`src/rtl/regfile_apb.sv`:
```
// Parametrised register file: combinational core read ports, one core write port,
// and an APB3 slave that yields to core writes through wait states and a stall timeout.
module regfile_apb #(
  parameter int                       DATA_W     = 8,
  parameter int                       ADDR_W     = 3,
  parameter int                       NUM_RD     = 2,
  parameter int                       APB_ADDR_W = 8,
  parameter logic [(2**ADDR_W)-1:0]   RO_MASK    = '0,
  parameter bit                       BYPASS     = 1'b1,
  parameter int                       MAX_STALL  = 4
) (
  input  logic                       clk,
  input  logic                       rst_n,
  input  logic                       reg_write_en,
  input  logic [ADDR_W-1:0]          reg_write_addr,
  input  logic [DATA_W-1:0]          reg_write_data,
  input  logic [NUM_RD*ADDR_W-1:0]   rd_addr,
  output logic [NUM_RD*DATA_W-1:0]   rd_data,
  input  logic                       psel,
  input  logic                       penable,
  input  logic                       pwrite,
  input  logic [APB_ADDR_W-1:0]      paddr,
  input  logic [DATA_W-1:0]          pwdata,
  output logic [DATA_W-1:0]          prdata,
  output logic                       pready,
  output logic                       pslverr
);
  localparam int DEPTH   = 2**ADDR_W;
  localparam int STALL_W = $clog2(MAX_STALL + 1);

  typedef enum logic [1:0] {S_IDLE, S_ACCESS, S_RESP} state_t;
  state_t r_state, w_state_next;

  logic [DATA_W-1:0]     r_regs [DEPTH];
  logic [APB_ADDR_W-1:0] r_paddr;
  logic                  r_pwrite;
  logic [DATA_W-1:0]     r_pwdata;
  logic [STALL_W-1:0]    r_stall_cnt;
  logic [DATA_W-1:0]     r_prdata;
  logic                  r_pready;
  logic                  r_pslverr;

  logic [ADDR_W-1:0] w_idx;
  logic              w_setup, w_misalign, w_upper_nz, w_ro_hit, w_dec_err, w_timeout;
  logic              w_apb_commit, w_rd_ok, w_err_resp, w_stall;
  logic [DATA_W-1:0] w_rd_val;
  logic [DEPTH-1:0]  w_core_we, w_apb_we;

  assign w_idx      = r_paddr[ADDR_W+1:2];
  assign w_setup    = psel && !penable;
  assign w_misalign = |r_paddr[1:0];
  assign w_ro_hit   = r_pwrite && RO_MASK[w_idx];
  assign w_dec_err  = w_misalign || w_upper_nz || w_ro_hit;
  // The collision that would make MAX_STALL consecutive stalled cycles errors out instead.
  assign w_timeout  = (r_stall_cnt == STALL_W'(MAX_STALL - 1));

  generate
    if (APB_ADDR_W > ADDR_W + 2) begin : g_upper
      assign w_upper_nz = |r_paddr[APB_ADDR_W-1:ADDR_W+2];
    end else begin : g_no_upper
      assign w_upper_nz = 1'b0;
    end
  endgenerate

  always_ff @(posedge clk or negedge rst_n) begin
    if (!rst_n) r_state <= S_IDLE;
    else        r_state <= w_state_next;
  end

  always_comb begin
    w_state_next = r_state;
    case (r_state)
      S_IDLE:   if (w_setup) w_state_next = S_ACCESS;
      S_ACCESS: begin
        if (!psel)
          w_state_next = S_IDLE;
        else if (w_dec_err || !r_pwrite || !reg_write_en || w_timeout)
          w_state_next = S_RESP;
      end
      S_RESP:   w_state_next = w_setup ? S_ACCESS : S_IDLE;
      default:  w_state_next = S_IDLE;
    endcase
  end

  always_comb begin
    w_apb_commit = 1'b0;
    w_rd_ok      = 1'b0;
    w_err_resp   = 1'b0;
    w_stall      = 1'b0;
    if (r_state == S_ACCESS && psel) begin
      if (w_dec_err)          w_err_resp   = 1'b1;
      else if (!r_pwrite)     w_rd_ok      = 1'b1;
      else if (!reg_write_en) w_apb_commit = 1'b1;
      else if (w_timeout)     w_err_resp   = 1'b1;
      else                    w_stall      = 1'b1;
    end
  end

  assign w_rd_val = (BYPASS && reg_write_en && reg_write_addr == w_idx) ? reg_write_data
                                                                        : r_regs[w_idx];

  always_ff @(posedge clk or negedge rst_n) begin
    if (!rst_n) begin
      r_paddr     <= '0;
      r_pwrite    <= 1'b0;
      r_pwdata    <= '0;
      r_stall_cnt <= '0;
    end else if (w_setup && r_state != S_ACCESS) begin
      r_paddr     <= paddr;
      r_pwrite    <= pwrite;
      r_pwdata    <= pwdata;
      r_stall_cnt <= '0;
    end else if (w_stall) begin
      r_stall_cnt <= r_stall_cnt + 1'b1;
    end
  end

  always_ff @(posedge clk or negedge rst_n) begin
    if (!rst_n) begin
      r_prdata  <= '0;
      r_pready  <= 1'b0;
      r_pslverr <= 1'b0;
    end else begin
      r_pready  <= (w_state_next == S_RESP);
      r_pslverr <= w_err_resp;
      if (w_rd_ok) r_prdata <= w_rd_val;
    end
  end

  genvar gi;
  generate
    for (gi = 0; gi < DEPTH; gi++) begin : g_we
      assign w_core_we[gi] = reg_write_en && (reg_write_addr == ADDR_W'(gi));
      assign w_apb_we[gi]  = w_apb_commit && (w_idx == ADDR_W'(gi));
    end
  endgenerate

  always_ff @(posedge clk or negedge rst_n) begin
    if (!rst_n) begin
      for (int i = 0; i < DEPTH; i++) r_regs[i] <= '0;
    end else begin
      for (int i = 0; i < DEPTH; i++) begin
        if (w_core_we[i])     r_regs[i] <= reg_write_data;
        else if (w_apb_we[i]) r_regs[i] <= r_pwdata;
      end
    end
  end

  generate
    for (gi = 0; gi < NUM_RD; gi++) begin : g_rd
      logic [ADDR_W-1:0] w_ra;
      assign w_ra = rd_addr[gi*ADDR_W +: ADDR_W];
      assign rd_data[gi*DATA_W +: DATA_W] =
          (BYPASS && reg_write_en && reg_write_addr == w_ra) ? reg_write_data :
          (BYPASS && w_apb_commit && w_idx == w_ra)          ? r_pwdata       :
                                                               r_regs[w_ra];
    end
  endgenerate

  assign prdata  = r_prdata;
  assign pready  = r_pready;
  assign pslverr = r_pslverr;
endmodule

```
`config.mk`:
```
export PLATFORM = sky130hd
export DESIGN_NAME = regfile_apb
export DESIGN_NICKNAME = d
export VERILOG_FILES = /design/src/rtl/regfile_apb.sv
export SDC_FILE = /design/constraint.sdc
export NUM_CORES = 1
export LEC_CHECK = 0
export CAP_MARGIN = 20
export CORE_MARGIN = 1.5
export CORE_UTILIZATION = 51
export DETAILED_ROUTE_END_ITERATION = 16
export GPL_ROUTABILITY_DRIVEN = 0
export PLACE_DENSITY = 0.74
export SYNTH_ARGS = -nofsm -noshare
export SYNTH_HDL_FRONTEND = slang
export SYNTH_SLANG_ARGS = --single-unit
```
`constraint.sdc`:
```
create_clock -name clk -period 4.1 [get_ports clk]
set_input_delay 0.615 -clock clk [delete_from_list [all_inputs] [get_ports clk]]
set_output_delay 0.615 -clock clk [all_outputs]
set_load 0.005 [all_outputs]
```
==> metrics.yaml <==
sta:
  setup_violations: 0
  worstMarginPinSlew_ns: 1.00
  max_freq_mhz: 252
  whs_ns: 0.415
  post-route-min-period_ns: 3.97
  max_slew_margin_pct: 33.0
  skew_ns: 0.00827
  tns_ns: 0
  report.final.slew_viol_count: 0
  rsz0062_at_grt: "false"
  final.setup.worst_slack_ns: 0.132
  hold_viol: 0
  finalCritPeriodShare_pct: 96.8
worst_setup_path:
  slowest_stage: "or4_1"
  cp-start-kind: "flip-flop"
  cpMostUsedCell: "or4_1"
  r2r-start: "r_paddr[3]"
  required_ns: 3.48
  critical-path-top-delay-family: "simple AND/OR/NAND/NOR gates"
  path_cells: "or4_1 -> or4_1 -> o21a_1 -> a211oi_1 -> clkdlybuf4s50_1"
  reg2reg_depth: 4
  ff2ff_setup_slack_ns: 1.20
  critPathArrivalTime_ns: 3.35
  cp.buffers_inverters: 1
  worstSetupPathType: "flip-flop to output port"
  worst-path-max-fanout: 8
  reg2reg_to: "r_regs[38]"
  cp_slowest_stage_delay_ns: 0.67
  endpoint_kind: "output port"
floorplan:
  die_h_um: 116
  rows: 41
  start_util_pct: 52.1
  core_area_um2: 12600
  die-width_um: 116
  dieArea_um2: 13500
  num_io_pins: 65
synthesis:
  yosys.area_share.adder_pct: 0.382
  synth_top_family_by_area: "multiplexers"
  netlist_instances: 512
  muxShareOfSynthArea_pct: 46.5
  ys.warnings.count: 0
  synthesis.area_um2: 6540
  yosys.area_share.simple_pct: 6.41
  synth_nets: 553
  syn_area_per_cell_um2: 12.8
  ys_types: 40
  synth_xor_area_share_pct: 2.01
  synth_compound_area_share_pct: 4.89
  ys_seq_elements: 96
  synth-seq-area-share_pct: 36.7
routing:
  via_per_inst: 6.58
  wirelength_um: 19000
  drt-pass1-iter-count: 4
  ant_nets: 0
  routedWlPerCell_um: 25.4
  drt-initial-drc-count: 332
  drc: 0
  dr_total_vias: 4913
clocking:
  tritoncts: "done"
  cts_max_path_buffers: 2
  cts_htree_levels: 3
  cts.clk_slew.worst_paths_ns: 0.07
  root_buffer: "clkbuf_16"
  worstSkewPairLatency_ns: 0.36
  cts_buffers: 9
  postCtsHoldBufs: 0
  cts_num_sinks: 96
  cts_setup_buffers: 0
pwr:
  ir_worst_vdd_mv: 0.243
  p_leak_uw: 0.00306
  power_per_cell_area_nw_per_um2: 478
grt:
  grt_max_degree: 77
  met3_usage_pct: 7.16
  grt_pass1_wl_um: 28900
  busiest_layer: "met2"
  grt_usage_pct: 29.9
  grt_pass1_vias: 4953
  grt_antenna_before_repair: 0
  grt-ovfl-total: 0
  grtUsageMet2_pct: 46.3
  grt_use_met1_pct: 39.0
cells_and_area:
  fin_nets: 613
  drive_above_1_share_pct: 44.3
  fin_util_pct: 61.6
  area_growth_pct: 18.4
  layout.cells.non_filler: 747
  n_fill_cell: 990
  antenna_cells: 0
placement:
  place_inst: 733
  preCtsSetupSlack_ns: 0.342
  dp_hpwl_um: 12600
  port_buffers: 64
run_status:
  status: "complete, no violations"
flow_run:
  cap_violations: 0
worst_hold_path:
  hold_class: "primary input to async pin"
Yosys cell counts, drive strengths merged:
cell      n  share of area [%]
ha        2               0.38
nand3b    2               0.23
buf      12               0.78
nor2     20                1.1
a31o      1               0.13
nor3b     2               0.31
nand4b    3               0.40
nor3     19                1.5
o211a     2               0.31
nor2b     1              0.096
nand3     3               0.23
clkbuf   36                2.1
a311oi    1               0.13
mux2i    24                3.7
inv       4               0.23
nand4     4               0.38
nand2b    5               0.48
o21bai    1               0.11
or3       2               0.19
dfrtp    96                 37
mux2    153                 26
a41oi     1               0.13
a31oi     2               0.19
o31ai     3               0.76
a21oi     2               0.15
or4       4               0.46
nand2    13               0.75
o21a      2               0.23
o211ai    2               0.23
a211oi   14                1.6
nor4      2               0.29
o21ai    11               0.90
mux4     48                 17
xnor2    15                2.0
power breakdown:
group	switching [uW]	internal [uW]
Combinational	474	888
Clock	357	455
Sequential	324	1200
sequential cells by signal (all words and copies together) (netlist names):
| name | count |
|---|---|
| r_pwrite | 1 |
| r_paddr | 8 |
| prdata | 8 |
| r_pwdata | 8 |
| r_regs | 64 |
| pready | 1 |
| r_state | 2 |
| pslverr | 1 |
| r_stall_cnt | 3 |
kinds of logic (layout without fill, tap and decap cells):
group	Yosys count	count (layout)
AOI/OAI and AO/OA	42	42
xor gates and xnor gates	15	15
adders and majority gates	2	2
buffers and inverters	52	115
DFF	96	96
muxes	225	225
and+or+nand+nor	80	80
cells in the final DEF, fill, tap and decap left out, types with 5 or more instances in the layout:
cell	instances
mux2_2	152
dfrtp_1	96
clkdlybuf4s50_1	63
mux4_2	48
buf_4	34
mux2i_1	24
nor2_1	20
nor3_1	19
xnor2_1	15
nand2_1	13
a211oi_1	12
o21ai_0	10
clkbuf_16	9
nand2b_1	5
stage by stage:
stage / cell area (um^2) / power (uW)
2_1_floorplan: 6540 / 2370
3_3_place_gp: 7460 / 2800
3_5_place_dp: 7460 / 2870
4_1_cts: 7740 / 3690
5_1_grt: 7750 / 3870
6_report: 7750 / 3700
how the worst max path moves through the flow:
stage                     startpoint     endpoint  slack, ns  depth (start not counted)
after floorplan           rd_addr[3]  rd_data[10]       1.13                          6
after global placement          psel  rd_data[10]       0.34                          6
after detailed placement        psel  rd_data[15]       0.34                          6
after CTS                 r_paddr[0]   rd_data[1]       0.16                          5
after global routing      r_paddr[6]   rd_data[8]      0.006                          5
final                     r_paddr[0]   rd_data[7]       0.13                          5
routing by layer:
layer | routed length (um) | vias up
li1 | - | 2088
met1 | 7490 | 2499
met2 | 8870 | 256
met3 | 1700 | 70
met4 | 890 | 0
met5 | 0 | -
final cells by class:
cell class	instances	area, um^2	area share (%)
Inverter	4	15.0	0.194
Timing Repair Buffer	97	886	11.4
Clock buffer	14	274	3.54
Sequential cell	96	2400	31.0
Tap cell	172	215	2.78
Multi-Input combinational cell	364	3950	51.0
timing repair:
action / in CTS / in global routing
resized for setup: 0 / 2
hold endpoints to repair: 0 / 0
setup endpoints to repair: 0 / 1
worst register-to-register path, cell delays in order, from the launching register on:
cell	delay, ns
dfrtp_1	0.86
inv_1	0.12
or4_1	0.68
o31ai_4	0.72
mux2_2	0.41
Power figures use the tool's default switching activity.
